### src/rtl/gametank_bus_pkg.sv
// Shared types and defaults for the GameTank work-RAM bus arbiter.
package gametank_bus_pkg;

   localparam int GT_AW        = 16;
   localparam int GT_DW        = 8;
   localparam int STARVE_CNT_W = 4;

   // Owner of the access whose response is due in the current cycle.
   typedef enum logic [1:0] {
      OWN_NONE = 2'd0,
      OWN_CPU  = 2'd1,
      OWN_DMA  = 2'd2
   } owner_e;

   // Saturating increment used by the optional statistics counters.
   function automatic logic [15:0] sat_inc16(input logic [15:0] v);
      return (v == 16'hFFFF) ? v : v + 16'd1;
   endfunction

endpackage

### src/rtl/gametank_bus_arbiter.sv
// Single-port work-RAM arbiter between the 6502 CPU bus and the blitter DMA.
// One RAM access per clock; the RAM has a 1-cycle read latency. The CPU has
// priority, and a starvation counter forces a DMA win after DMA_STARVE denials.
// Optional build macro ARB_STATS_EN adds saturating grant/stall counters.
//
// rsp_owner_q | meaning
// ------------+---------------------------------------------------------
// OWN_NONE    | previous slot idle (or just out of reset), nothing due
// OWN_CPU     | CPU access issued last cycle: ack now, read data on mem_rdata
// OWN_DMA     | DMA beat issued last cycle: rvalid now if it was a read
module gametank_bus_arbiter
   import gametank_bus_pkg::*;
#(
   parameter int AW         = GT_AW,
   parameter int DW         = GT_DW,
   parameter int DMA_STARVE = 4
) (
   input  logic          sys_clk,
   input  logic          reset_n,
   input  logic          cpu_req,
   input  logic          cpu_we,
   input  logic [AW-1:0] cpu_addr,
   input  logic [DW-1:0] cpu_wdata,
   output logic          cpu_ack,
   output logic [DW-1:0] cpu_rdata,
   output logic          cpu_rdy,
   input  logic          dma_req,
   input  logic          dma_we,
   input  logic [AW-1:0] dma_addr,
   input  logic [DW-1:0] dma_wdata,
   output logic          dma_gnt,
   output logic          dma_rvalid,
   output logic [DW-1:0] dma_rdata,
   output logic          mem_en,
   output logic          mem_we,
   output logic [AW-1:0] mem_addr,
   output logic [DW-1:0] mem_wdata,
   input  logic [DW-1:0] mem_rdata
`ifdef ARB_STATS_EN
   ,
   input  logic          stat_clr,
   output logic [15:0]   stat_cpu_cnt,
   output logic [15:0]   stat_dma_cnt,
   output logic [15:0]   stat_stall_cnt
`endif
);

   localparam logic [STARVE_CNT_W-1:0] STARVE_TH = STARVE_CNT_W'(DMA_STARVE);

   owner_e                  rsp_owner_q, rsp_owner_d;
   logic                    rsp_rd_q, rsp_rd_d;
   logic [STARVE_CNT_W-1:0] starve_cnt_q, starve_cnt_d;
   logic [DW-1:0]           cpu_rdata_q;
   logic                    cpu_elig, dma_force, grant_dma, grant_cpu;

   // Slot decision: CPU first unless it is in its ack cycle or DMA is starved.
   always_comb begin
      cpu_elig  = cpu_req & (rsp_owner_q != OWN_CPU);
      dma_force = (starve_cnt_q >= STARVE_TH);
      grant_dma = dma_req & (~cpu_elig | dma_force);
      grant_cpu = cpu_elig & ~grant_dma;
   end

   // RAM port is driven in the same cycle as the decision; idle slots drive zeros.
   always_comb begin
      mem_en    = grant_dma | grant_cpu;
      mem_we    = 1'b0;
      mem_addr  = '0;
      mem_wdata = '0;
      rsp_owner_d = OWN_NONE;
      rsp_rd_d    = 1'b0;
      if (grant_dma) begin
         mem_we      = dma_we;
         mem_addr    = dma_addr;
         mem_wdata   = dma_wdata;
         rsp_owner_d = OWN_DMA;
         rsp_rd_d    = ~dma_we;
      end else if (grant_cpu) begin
         mem_we      = cpu_we;
         mem_addr    = cpu_addr;
         mem_wdata   = cpu_wdata;
         rsp_owner_d = OWN_CPU;
         rsp_rd_d    = ~cpu_we;
      end
   end

   // Starvation counter: count denied DMA cycles, clear on grant, hold when idle.
   always_comb begin
      starve_cnt_d = starve_cnt_q;
      if (grant_dma) begin
         starve_cnt_d = '0;
      end else if (dma_req && starve_cnt_q != '1) begin
         starve_cnt_d = starve_cnt_q + 1'b1;
      end
   end

   // Response stage: read data passes straight through in the response cycle
   // and the CPU copy is held afterwards so DB_IN stays stable.
   always_comb begin
      cpu_ack    = (rsp_owner_q == OWN_CPU);
      dma_rvalid = (rsp_owner_q == OWN_DMA) & rsp_rd_q;
      dma_rdata  = dma_rvalid ? mem_rdata : '0;
      cpu_rdata  = (cpu_ack & rsp_rd_q) ? mem_rdata : cpu_rdata_q;
      cpu_rdy    = ~cpu_req | cpu_ack;
      dma_gnt    = grant_dma;
   end

   // Arbiter state; reset drops any in-flight response.
   always_ff @(posedge sys_clk or negedge reset_n) begin
      if (!reset_n) begin
         rsp_owner_q  <= OWN_NONE;
         rsp_rd_q     <= 1'b0;
         starve_cnt_q <= '0;
         cpu_rdata_q  <= '0;
      end else begin
         rsp_owner_q  <= rsp_owner_d;
         rsp_rd_q     <= rsp_rd_d;
         starve_cnt_q <= starve_cnt_d;
         cpu_rdata_q  <= cpu_rdata;
      end
   end

`ifdef ARB_STATS_EN
   logic [15:0] stat_cpu_q, stat_dma_q, stat_stall_q;

   // Saturating grant and stall counters, clearable at run time.
   always_ff @(posedge sys_clk or negedge reset_n) begin
      if (!reset_n) begin
         stat_cpu_q   <= '0;
         stat_dma_q   <= '0;
         stat_stall_q <= '0;
      end else if (stat_clr) begin
         stat_cpu_q   <= '0;
         stat_dma_q   <= '0;
         stat_stall_q <= '0;
      end else begin
         if (grant_cpu) stat_cpu_q   <= sat_inc16(stat_cpu_q);
         if (grant_dma) stat_dma_q   <= sat_inc16(stat_dma_q);
         if (!cpu_rdy)  stat_stall_q <= sat_inc16(stat_stall_q);
      end
   end

   assign stat_cpu_cnt   = stat_cpu_q;
   assign stat_dma_cnt   = stat_dma_q;
   assign stat_stall_cnt = stat_stall_q;
`endif

endmodule
### config.mk
export PLATFORM = sky130hd
export DESIGN_NAME = gametank_bus_arbiter
export DESIGN_NICKNAME = d
export VERILOG_FILES = /design/src/rtl/gametank_bus_pkg.sv /design/src/rtl/gametank_bus_arbiter.sv
export SDC_FILE = /design/constraint.sdc
export NUM_CORES = 1
export LEC_CHECK = 0
export CAP_MARGIN = 0
export CELL_PAD_IN_SITES_DETAIL_PLACEMENT = 0
export CELL_PAD_IN_SITES_GLOBAL_PLACEMENT = 1
export CORE_MARGIN = 3
export CORE_UTILIZATION = 18
export DETAILED_ROUTE_END_ITERATION = 16
export HOLD_SLACK_MARGIN = 0.03
export MAX_ROUTING_LAYER = met4
export PLACE_DENSITY_LB_ADDON = 0.1
export SLEW_MARGIN = 10
export SYNTH_ARGS = -nofsm -noshare
export SYNTH_HDL_FRONTEND = slang
export SYNTH_SLANG_ARGS = --single-unit
### constraint.sdc
create_clock -name sys_clk -period 1.5 [get_ports sys_clk]
set_input_delay 0.225 -clock sys_clk [delete_from_list [all_inputs] [get_ports sys_clk]]
set_output_delay 0.225 -clock sys_clk [all_outputs]
set_load 0.1 [all_outputs]
==> results by group, run 1 <==
GRT
  – Vias in the first global route: 1401
  – GRT Total Usage: 14.0%
  – Largest net degree at the start of global routing: 31
  – First-pass GRT wire length: 6.62 mm
  – Total gr overflow: 0
  – Initial antenna violation count: 0

Route
  – Residual DRC: 0
  – Vias post-DR: 1213
  – Antenna-violating nets left: 0
  – WL per Instance: 15.1 microns
  – 1st-pass router iterations: 3
  – Vias per Instance: 4.46
  – WL final: 4.12 mm
  – Drt initial violations: 9

Critical path
  – Worst Path Required: 1270 ps
  – Worst EP arrival: 1650 ps
  – Setup crit end kind: output port
  – CP Class: register to output port
  – Critical Path Fanout Max: 30
  – Worst Setup SP: starve_cnt_q[3]
  – CP Launch Type: register
  – Critical R2R Launch: rsp_owner_q[0]

Placement
  – Place WS: -392 ps
  – Port-buffer cells: 107
  – Routability cong.: 0.701
  – HPWL Detailed: 3.55 mm

Yosys
  – Cells after Synth: 86
  – Syn nets: 149
  – Main combinational cell family by area after synthesis: compound AO/OA/AOI/OAI gates
  – Synth unique cells: 25
  – Post-Syn Area: 942 sq um
  – Post-synthesis adder-cell area fraction: 1.33%
  – XOR/XNOR Fraction of Synth Area: 0%
  – Seq cells post-synth: 15
  – Mean Syn Cell Area: 11.0 sq um
  – Seq/Total Area, Yosys: 39.8%
  – YS warnings: 0
  – Synth Area in Compound Gates: 29.0%
  – Simple-gate portion of the synthesized area: 11.8%
  – Post-synthesis mux area share: 9.56%

CTS
  – Cts hold-fix bufs: 0
  – Clock Path Buffers: 2
  – Clock latency on the worst-skew pair: 240 ps
  – Clock transition at the registers of the reported paths: 60 ps
  – Clock H-tree levels: 1
  – CTS Buf Count: 3
  – Root buf cell: clkbuf_8
  – Clock Sink Count: 15
  – CTS tree: yes

Power
  – Reported net switching power: 1.89 mW
  – Switching Fraction: 50.8%
  – Leakage power: 1.33 nW
  – Worst vdd ir: 0.848 mV
  – Internal power: 1.84 mW
  – Clock Power Share: 8.6%
  – Comb pwr share: 76.8%
  – Power Density: 1260 nW/um^2
  – Sequential share of power: 14.6%

Die
  – Starting Density: 19.3%
  – Die height: 78.3 microns
  – Area of the core: 4880 sq um
  – Core Rows: 25
  – I/O pins: 108
  – Die Span X: 78.3 microns
  – Full die area: 6140 sq um

Final layout
  – Area Growth Syn to Fin: 215%
  – Nets: 269
  – Most frequent cells in the layout: 60 x clkdlybuf4s50_1, 48 x buf_12, 19 x a22o_4
  – Layout cells sized above 1: 56.1%
  – Commonest non-fill, non-tap cell in the layout: clkdlybuf4s50_1
  – Diode count: 0
  – Final Core Density: 60.8%

Run
  – MaxCap Viol Count: 0

Hold path
  – Worst Hold Class: input pin to async pin

STA
  – Fin crit share: 125%
  – Clock period minus worst slack: 1870 ps
  – Slew HR: 87.2%
  – Worst Clk Skew: 1.97 ps
  – Final max-slew violation count: 0
  – Worst-margin pin slew: 192 ps
  – Final setup violation count: 45
  – Max Clk Rate: 534 MHz
  – RSZ-0062 raised after global routing: true
  – Final WS setup: -373 ps
  – Final Hold Vio Count: 0

Status
  – Failing checks: negative setup slack
  – Outcome: finished with violations
[layer usage]
metal / GRT usage (%) / vias to the layer above / wire length, microns
met5: - / - / 0
met4: 4.72 / 0 / 58
met3: 2.29 / 4 / 330
met2: 28.2 / 74 / 2310
met1: 13.4 / 574 / 1410
li1: - / 561 / -
[metrics by stage]
step	power, mW	instance area [sq um]	std cells	hold slack [ps]	setup TNS (ps)
finish	3.73	2970	272	303	-12120
CTS	3.76	2940	270	301	-12660
global placement	3.37	2860	264	499	-9260
floorplan	2.33	1200	86	-70.6	-10100
global route	3.86	2970	272	324	-15110
detailed placement	3.40	2860	264	504	-10140
[cell usage after synthesis]
cell type | number | share of area, %
nand2_2 | 1 | 0.66
a22o_1 | 26 | 24
nor2_1 | 2 | 0.80
ha_1 | 1 | 1.3
and2_1 | 8 | 5.3
buf_2 | 1 | 0.53
a21bo_2 | 1 | 1.1
inv_1 | 3 | 1.2
o2bb2ai_1 | 1 | 0.93
buf_4 | 1 | 0.80
clkbuf_1 | 1 | 0.40
dfrtp_1 | 15 | 40
nand2b_1 | 1 | 0.66
nand3b_1 | 1 | 0.80
and3b_1 | 1 | 0.93
mux2_2 | 8 | 9.6
a21oi_1 | 2 | 1.1
inv_2 | 1 | 0.40
buf_6 | 3 | 3.6
o211a_1 | 1 | 1.1
buf_8 | 1 | 1.6
nand2_1 | 2 | 0.80
a31oi_1 | 1 | 0.66
and2b_1 | 1 | 0.80
nand3_1 | 2 | 1.1
[logic make-up (layout without fill, tap and decap cells)]
| logic type | Yosys count | in the layout |
|---|---|---|
| multiplexers | 8 | 8 |
| AND/OR/NAND/NOR | 19 | 19 |
| AO/OA/AOI/OAI | 32 | 32 |
| adder cells (fa/ha/maj) | 1 | 1 |
| buffers and inverters | 11 | 130 |
| flip-flops | 15 | 15 |
[what timing repair did]
action                                  4_1_cts  5_1_grt
buffers inserted                              2        2
pin swaps                                     2        1
endpoints found under the hold margin         0        0
gates resized for setup                       5        3
endpoints found under the setup margin       44       45
[critical path, stage by stage, from the launching register on]
cell,delay [ps]
dfrtp_1,380
nor2_1,120
buf_4,140
a31oi_4,90
buf_12,190
a22o_2,300
buf_12,170
[worst paths after layout]
check / depth (start not counted) / slack, ps / to
worst max-delay path: 6 / -370 / mem_addr[3]
worst min-delay path: 2 / 300 / cpu_rdata_q[3]
worst max register to register: 5 / 110 / cpu_rdata_q[6]
worst min register to register: 1 / 520 / cpu_rdata_q[4]
max in group asynchronous: 2 / 1030 / cpu_rdata_q[6]
min in group sys_clk: 3 / 470 / starve_cnt_q[0]
[cell type report]
type / count / area [sq um]
clock inverters: 1 / 5.00
repair buffers: 122 / 1680
inverters: 4 / 18.8
well taps: 67 / 83.8
fillers: 407 / 1910
flip-flops and latches: 15 / 375
clock buffers: 3 / 41.3
multi-input cells: 60 / 762
[power groups by stage]
| stage | logic [mW] | registers (mW) | clock network (mW) |
|---|---|---|---|
| 5_1_grt | 2.95 | 0.556 | 0.352 |
| 4_1_cts | 2.88 | 0.547 | 0.338 |
| 3_3_place_gp | 2.82 | 0.546 | 0 |
| 6_report | 2.87 | 0.546 | 0.320 |
| 2_1_floorplan | 1.79 | 0.540 | 0 |
| 3_5_place_dp | 2.85 | 0.551 | 0 |
[registers in the layout, summed over array words and instances, names as in the netlist]
signal	cells
cpu_rdata_q	8
rsp_owner_q	2
rsp_rd_q	1
starve_cnt_q	4
Note: power is estimated with default switching activity, not from simulation.
==> run 2, diff against run 1 <==
--- a/config.mk
+++ b/config.mk
@@ -11,6 +11,7 @@
 export CORE_MARGIN = 3
 export CORE_UTILIZATION = 18
 export DETAILED_ROUTE_END_ITERATION = 16
+export GPL_ROUTABILITY_DRIVEN = 0
 export HOLD_SLACK_MARGIN = 0.03
 export MAX_ROUTING_LAYER = met4
 export PLACE_DENSITY_LB_ADDON = 0.1
==> results of run 2 <==
The final DEF is identical to that of run 1; final timing and power are the same.
==> run 3, diff against run 2 <==
--- a/config.mk
+++ b/config.mk
@@ -11,7 +11,6 @@
 export CORE_MARGIN = 3
 export CORE_UTILIZATION = 18
 export DETAILED_ROUTE_END_ITERATION = 16
-export GPL_ROUTABILITY_DRIVEN = 0
 export HOLD_SLACK_MARGIN = 0.03
 export MAX_ROUTING_LAYER = met4
 export PLACE_DENSITY_LB_ADDON = 0.1
==> results of run 3 <==
The final DEF is identical to that of run 1; final timing and power are the same.
